**src/rtl/seg7_to_binary_rx.sv**
```systemverilog
// seg7_to_binary_rx: recovers per-digit 4-bit values from a multiplexed active-low 7-seg bus.
// Optional A..F decode is enabled by defining SEG7_RX_HEX_EN.
module seg7_to_binary_rx #(
    parameter  int NUM_DIGITS    = 4,
    parameter  int STABLE_CYCLES = 8,
    localparam int IDX_W         = (NUM_DIGITS > 1) ? $clog2(NUM_DIGITS) : 1
) (
    input  logic                    clk,
    input  logic                    rst_n,
    input  logic [0:6]              seg_in,
    input  logic [NUM_DIGITS-1:0]   an_in,
    input  logic                    out_ready,
    output logic                    out_valid,
    output logic [3:0]              out_digit,
    output logic [IDX_W-1:0]        out_index,
    output logic                    out_err,
    output logic [4*NUM_DIGITS-1:0] digits_flat,
    output logic [NUM_DIGITS-1:0]   digits_ok,
    output logic                    overflow
);

    localparam int CNT_W  = $clog2(STABLE_CYCLES + 1);
    localparam int SAMP_W = 7 + NUM_DIGITS;
`ifdef SEG7_RX_HEX_EN
    localparam bit HEX_EN = 1'b1;
`else
    localparam bit HEX_EN = 1'b0;
`endif

    typedef enum logic {ST_EMPTY, ST_FULL} out_state_e;

    // Returns {err, digit}; digit is 0 whenever err is set.
    function automatic logic [4:0] decode7(input logic [0:6] p);
        logic [4:0] r;
        case (p)
            7'b0000001: r = 5'h00;
            7'b1001111: r = 5'h01;
            7'b0010010: r = 5'h02;
            7'b0000110: r = 5'h03;
            7'b1001100: r = 5'h04;
            7'b0100100: r = 5'h05;
            7'b0100000: r = 5'h06;
            7'b0001111: r = 5'h07;
            7'b0000000: r = 5'h08;
            7'b0000100: r = 5'h09;
            default: begin
                r = 5'h10;
                if (HEX_EN) begin
                    case (p)
                        7'b0001000: r = 5'h0A;
                        7'b1100000: r = 5'h0B;
                        7'b0110001: r = 5'h0C;
                        7'b1000010: r = 5'h0D;
                        7'b0110000: r = 5'h0E;
                        7'b0111000: r = 5'h0F;
                        default:    r = 5'h10;
                    endcase
                end
            end
        endcase
        return r;
    endfunction

    // Reset asserts asynchronously but is released on a clock edge.
    logic [1:0] rst_sync_q;
    logic       rst_int_n;

    always_ff @(posedge clk or negedge rst_n) begin
        if (!rst_n) rst_sync_q <= 2'b00;
        else        rst_sync_q <= {rst_sync_q[0], 1'b1};
    end
    assign rst_int_n = rst_sync_q[1];

    logic [0:6]            seg_s1_q, seg_s2_q;
    logic [NUM_DIGITS-1:0] an_s1_q, an_s2_q;

    // NOTE: sequential state uses <= so both synchronizer stages sample pre-edge values;
    // with = the two flops would collapse into a single stage.
    always_ff @(posedge clk or negedge rst_int_n) begin
        if (!rst_int_n) begin
            seg_s1_q <= '1;
            seg_s2_q <= '1;
            an_s1_q  <= '1;
            an_s2_q  <= '1;
        end else begin
            seg_s1_q <= seg_in;
            seg_s2_q <= seg_s1_q;
            an_s1_q  <= an_in;
            an_s2_q  <= an_s1_q;
        end
    end

    logic [SAMP_W-1:0]     samp, prev_q;
    logic [NUM_DIGITS-1:0] an_low;
    logic [CNT_W-1:0]      cnt_q, cnt_d;
    logic [IDX_W-1:0]      s_idx;
    logic                  s_legal, s_same, accept;

    assign samp    = {seg_s2_q, an_s2_q};
    assign an_low  = ~an_s2_q;
    assign s_legal = (an_low != '0) && ((an_low & (an_low - NUM_DIGITS'(1))) == '0);
    assign s_same  = (samp == prev_q);
    assign accept  = s_legal && s_same && (cnt_q == CNT_W'(STABLE_CYCLES - 1));

    // NOTE: every variable here gets a default before any branch, so no path infers a latch.
    always_comb begin
        s_idx = '0;
        cnt_d = cnt_q;
        for (int i = 0; i < NUM_DIGITS; i++) begin
            if (an_low[i]) s_idx = IDX_W'(i);
        end
        if (!s_legal)                                cnt_d = '0;
        else if (!s_same)                            cnt_d = CNT_W'(1);
        else if (cnt_q != CNT_W'(STABLE_CYCLES))     cnt_d = cnt_q + CNT_W'(1);
    end

    logic             acc_q;
    logic [0:6]       acc_seg_q;
    logic [IDX_W-1:0] acc_idx_q;

    always_ff @(posedge clk or negedge rst_int_n) begin
        if (!rst_int_n) begin
            cnt_q     <= '0;
            prev_q    <= '1;
            acc_q     <= 1'b0;
            acc_seg_q <= '1;
            acc_idx_q <= '0;
        end else begin
            cnt_q     <= cnt_d;
            prev_q    <= samp;
            acc_q     <= accept;
            acc_seg_q <= seg_s2_q;
            acc_idx_q <= s_idx;
        end
    end

    logic [3:0]            bank_q [NUM_DIGITS];
    logic [NUM_DIGITS-1:0] ok_q;
    logic [4:0]            dec;
    logic                  dec_err, cur_ok, changed, upd;
    logic [3:0]            dec_digit, cur_digit;

    assign dec       = decode7(acc_seg_q);
    assign dec_err   = dec[4];
    assign dec_digit = dec[3:0];
    assign cur_digit = bank_q[acc_idx_q];
    assign cur_ok    = ok_q[acc_idx_q];
    // An error entry is stored as (0, not ok), so only its ok bit needs comparing.
    assign changed   = dec_err ? cur_ok : (!cur_ok || (cur_digit != dec_digit));
    assign upd       = acc_q && changed;

    out_state_e       state_q, state_d;
    logic             load, ovf_set;
    logic [3:0]       out_digit_q;
    logic [IDX_W-1:0] out_index_q;
    logic             out_err_q, overflow_q;

    always_comb begin
        state_d = state_q;
        load    = 1'b0;
        ovf_set = 1'b0;
        case (state_q)
            ST_EMPTY: begin
                if (upd) begin
                    state_d = ST_FULL;
                    load    = 1'b1;
                end
            end
            ST_FULL: begin
                if (out_ready) begin
                    if (upd) load = 1'b1;
                    else     state_d = ST_EMPTY;
                end else if (upd) begin
                    ovf_set = 1'b1;
                end
            end
            default: state_d = ST_EMPTY;
        endcase
    end

    // NOTE: the shadow bank is reset deliberately: digits_flat/digits_ok must read 0 out of
    // reset, so it is built from resettable flops rather than a RAM.
    always_ff @(posedge clk or negedge rst_int_n) begin
        if (!rst_int_n) begin
            state_q     <= ST_EMPTY;
            out_digit_q <= '0;
            out_index_q <= '0;
            out_err_q   <= 1'b0;
            overflow_q  <= 1'b0;
            ok_q        <= '0;
            for (int i = 0; i < NUM_DIGITS; i++) bank_q[i] <= '0;
        end else begin
            state_q <= state_d;
            if (upd) begin
                bank_q[acc_idx_q] <= dec_digit;
                ok_q[acc_idx_q]   <= !dec_err;
            end
            if (load) begin
                out_digit_q <= dec_digit;
                out_index_q <= acc_idx_q;
                out_err_q   <= dec_err;
            end
            if (ovf_set) overflow_q <= 1'b1;
        end
    end

    always_comb begin
        digits_flat = '0;
        for (int i = 0; i < NUM_DIGITS; i++) digits_flat[4*i +: 4] = bank_q[i];
    end

    assign digits_ok = ok_q;
    assign out_valid = (state_q == ST_FULL);
    assign out_digit = out_digit_q;
    assign out_index = out_index_q;
    assign out_err   = out_err_q;
    assign overflow  = overflow_q;

endmodule

```
**config.mk**
```make
export PLATFORM = sky130hd
export DESIGN_NAME = seg7_to_binary_rx
export DESIGN_NICKNAME = d
export VERILOG_FILES = /design/src/rtl/seg7_to_binary_rx.sv
export SDC_FILE = /design/constraint.sdc
export NUM_CORES = 1
export LEC_CHECK = 0
export CAP_MARGIN = 10
export CORE_MARGIN = 2
export CORE_UTILIZATION = 35
export CTS_BUF_LIST = sky130_fd_sc_hd__clkbuf_4 sky130_fd_sc_hd__clkbuf_8
export CTS_CLUSTER_SIZE = 24
export DETAILED_ROUTE_END_ITERATION = 16
export PLACE_DENSITY = 0.56
export SYNTH_ARGS = -nofsm -noshare
export SYNTH_HDL_FRONTEND = slang
export SYNTH_SLANG_ARGS = --single-unit
```
**constraint.sdc**
```tcl
create_clock -name clk -period 5.29 [get_ports clk]
set_input_delay 0.7935 -clock clk [delete_from_list [all_inputs] [get_ports clk]]
set_output_delay 0.7935 -clock clk [all_outputs]
set_load 0.005 [all_outputs]
```
==> flow_metrics.py <==
metrics = {
    "status": {
        "status": "finished clean",
    },
    "yosys": {
        "yosysWarnings": 0,
        "ys_seq_area_share_pct": 59.3,
        "synth_edf_count": 0,
        "ys_ff_latch": 71,
        "synth.area.top_cells": "dfrtp_1 (31%), dfstp_2 (28%), mux2_2 (9.2%)",
        "synthDistinctLibCells": 45,
        "netlist_area_um2": 3070,
        "synth_area_leader_cell": "dfrtp_1",
        "async_flop_share_pct": 100,
        "synth_area_per_cell_um2": 14.5,
        "yosys.area.top_type_share_pct": 31.0,
        "synthCells": 212,
        "synth_flop_cell": "dfrtp_1",
        "synth_fp_nets": 228,
    },
    "route": {
        "drcViolationCount": 0,
        "firstDrtPassIters": 4,
        "drt_iter0_drc": 47,
        "drt_wl_total_mm": 5.73,
        "wire_per_inst_um": 15.5,
        "antenna_left": 0,
        "routed-via-count": 1842,
        "routed_via_density": 4.99,
    },
    "setup_path": {
        "path_class": "flop to flop",
        "ff2ff_setup_slack_ps": 2030,
        "ff2ff_path_depth": 5,
        "end_kind": "flop",
        "startpoint_type": "flop",
        "worstPathArrival_ps": 3490,
        "crit_fanout": 9,
        "crit_slowest_cell": "a2111oi_4",
        "required_ps": 5520,
        "critPathMaxStageDelay_ps": 800,
        "path_cells": "mux4_2 > or4_4 > a2111oi_4 > a211oi_4 > mux2_4",
    },
    "sta": {
        "worst_slack_ps": 2030,
        "min_period_over_period_pct": 61.6,
        "holdWs_ps": 355,
        "fin_tns_setup_ps": 0,
        "max_freq_mhz": 307,
        "setup_viol": 0,
        "tightest_slew_ps": 810,
        "slew_headroom_pct": 45.5,
        "maxSlewViolCount": 0,
        "rsz0062_at_grt": "no",
        "clock_skew_ps": 11.7,
        "hold_viol_final": 0,
        "finalCriticalPeriod_ps": 3260,
    },
    "final_layout": {
        "syn_to_final_growth_pct": 23.6,
        "layout_common_cells": "clkdlybuf4s50_1 (42), dfrtp_1 (37), dfstp_2 (33), mux2_2 (25), xnor2_1 (13)",
        "nets": 272,
        "diodes": 0,
        "drive_above_1_share_pct": 34.5,
        "mostFrequentLayoutCell": "clkdlybuf4s50_1",
        "stdcell_count": 369,
    },
    "cts": {
        "cts.clk_slew.worst_paths_ps": 80,
        "clk-insertion-delay-late_ps": 350,
        "cts-root-buf": "clkbuf_8",
        "cts_made_buffers": 9,
        "clockBufferDepth": 2,
        "tritoncts": "built",
        "post_cts_buffers": 0,
        "htree_levels": 3,
        "cts_resized": 0,
        "cts-hold-fix-buffers": 0,
        "cts_sinks": 71,
    },
    "pwr": {
        "ir_drop_mv": 0.172,
        "fin_total_pwr_mw": 1.08,
        "p_leak_nw": 1.57,
        "pwr_density_cell_nw_per_um2": 285,
    },
    "worst_hold_path": {
        "hp-class": "flop to flop",
        "holdPathStages": 0,
    },
    "placement": {
        "io_buffers": 42,
        "place.gp.congestion": 0.763,
        "dp_cells": 353,
        "hpwlAfterDp_mm": 4.12,
        "pre_cts_ws_ps": 2020,
    },
    "floorplan": {
        "rows": 34,
        "die_w_um": 97.6,
        "placeableCoreArea_um2": 8590,
        "die_area_um2": 9520,
        "initial_utilization_pct": 35.7,
        "die_y_um": 97.6,
        "ios": 43,
    },
    "flow_run": {
        "cap_viol_max_count": 0,
    },
    "grt": {
        "grt_max_degree": 39,
        "antenna_found_initial": 0,
        "grt_overflow": 0,
        "grt_pass1_vias": 1881,
        "grt_pass1_wl_mm": 9.63,
        "grtUsageTotal_pct": 13.0,
    },
}
==> final timing paths <==
check	from	endpoint
max in group asynchronous	rst_sync_q[1]	out_digit[1]
min reg2reg	rst_sync_q[0]	rst_sync_q[1]
max reg2reg	acc_idx_q[0]	out_index[1]
min in group asynchronous	rst_n	rst_sync_q[0]
max	acc_idx_q[0]	out_index[1]
min	rst_sync_q[0]	rst_sync_q[1]
==> kinds of logic after synthesis <==
group,share of synthesized area (%)
AO/OA/AOI/OAI,8.78
buffers and inverters,2.69
AND/OR/NAND/NOR,9.63
other,0.122
adder cells (fa/ha/maj),0.816
flip-flops,59.3
XOR/XNOR,4.00
multiplexers,14.7
==> routing by layer <==
metal | vias to the layer above | routed length (um) | track usage, %
li1 | 858 | - | -
met1 | 929 | 2510 | 16.6
met2 | 48 | 2870 | 20.7
met3 | 7 | 289 | 4.75
met4 | 0 | 68 | 3.85
met5 | - | 0 | 0
==> synth_stat cells (2+ instances only) <==
| library cell | instances |
|---|---|
| dfrtp_1 | 38 |
| dfstp_2 | 33 |
| mux2_2 | 25 |
| xnor2_1 | 13 |
| inv_1 | 9 |
| clkbuf_1 | 8 |
| nand2_1 | 8 |
| nand3_1 | 6 |
| a2111oi_4 | 5 |
| o21ai_0 | 5 |
| a21oi_1 | 4 |
| mux4_1 | 4 |
| nor3_1 | 4 |
| or3_1 | 4 |
| nand3b_1 | 3 |
| nand4_1 | 3 |
| nor2_1 | 3 |
| nor4bb_1 | 3 |
| o31ai_1 | 3 |
| and2_1 | 2 |
| and4b_1 | 2 |
| ha_1 | 2 |
| mux2_4 | 2 |
| nand2b_1 | 2 |
==> state kept, by name (all words and copies together) (netlist names) <==
register,count
prev_q,4
digits_ok,4
out_valid,1
acc_idx_q,2
rst_sync_q,2
out_digit,4
acc_q,1
out_err,1
digits_flat,16
seg_s2_q,7
seg_s1_q,7
an_s1_q,4
acc_seg_q,7
an_s2_q,4
overflow,1
cnt_q,4
out_index,2
==> final cells by class <==
type                            count  area [um2]
Fill cell                         794        4810
Tap cell                          108         135
Inverter                            9        33.8
Timing Repair Buffer               43         428
Clock inverter                      7        82.6
Clock buffer                        9         124
Multi-Input combinational cell    122        1160
Sequential cell                    71        1820
==> where the power goes <==
| part | switching (mW) | internal [mW] | total [mW] |
|---|---|---|---|
| registers | 0.0227 | 0.568 | 0.591 |
| logic | 0.0185 | 0.0236 | 0.0421 |
| clock network | 0.221 | 0.227 | 0.448 |
==> metrics by stage <==
step / area, um2 / utilization, %
3_5_place_dp: 3580 / 41.7
4_1_cts: 3790 / 44.1
5_1_grt: 3790 / 44.1
3_3_place_gp: 3580 / 41.7
6_report: 3790 / 44.1
2_1_floorplan: 3070 / -
==> critical path: cells and delay by family, from the launching register on <==
family	cells	cell delay, ps
DFF	1	700
and+or+nand+nor	1	440
muxes	2	950
AOI/OAI and AO/OA	2	1060
Note: power is estimated with default switching activity, not from simulation.
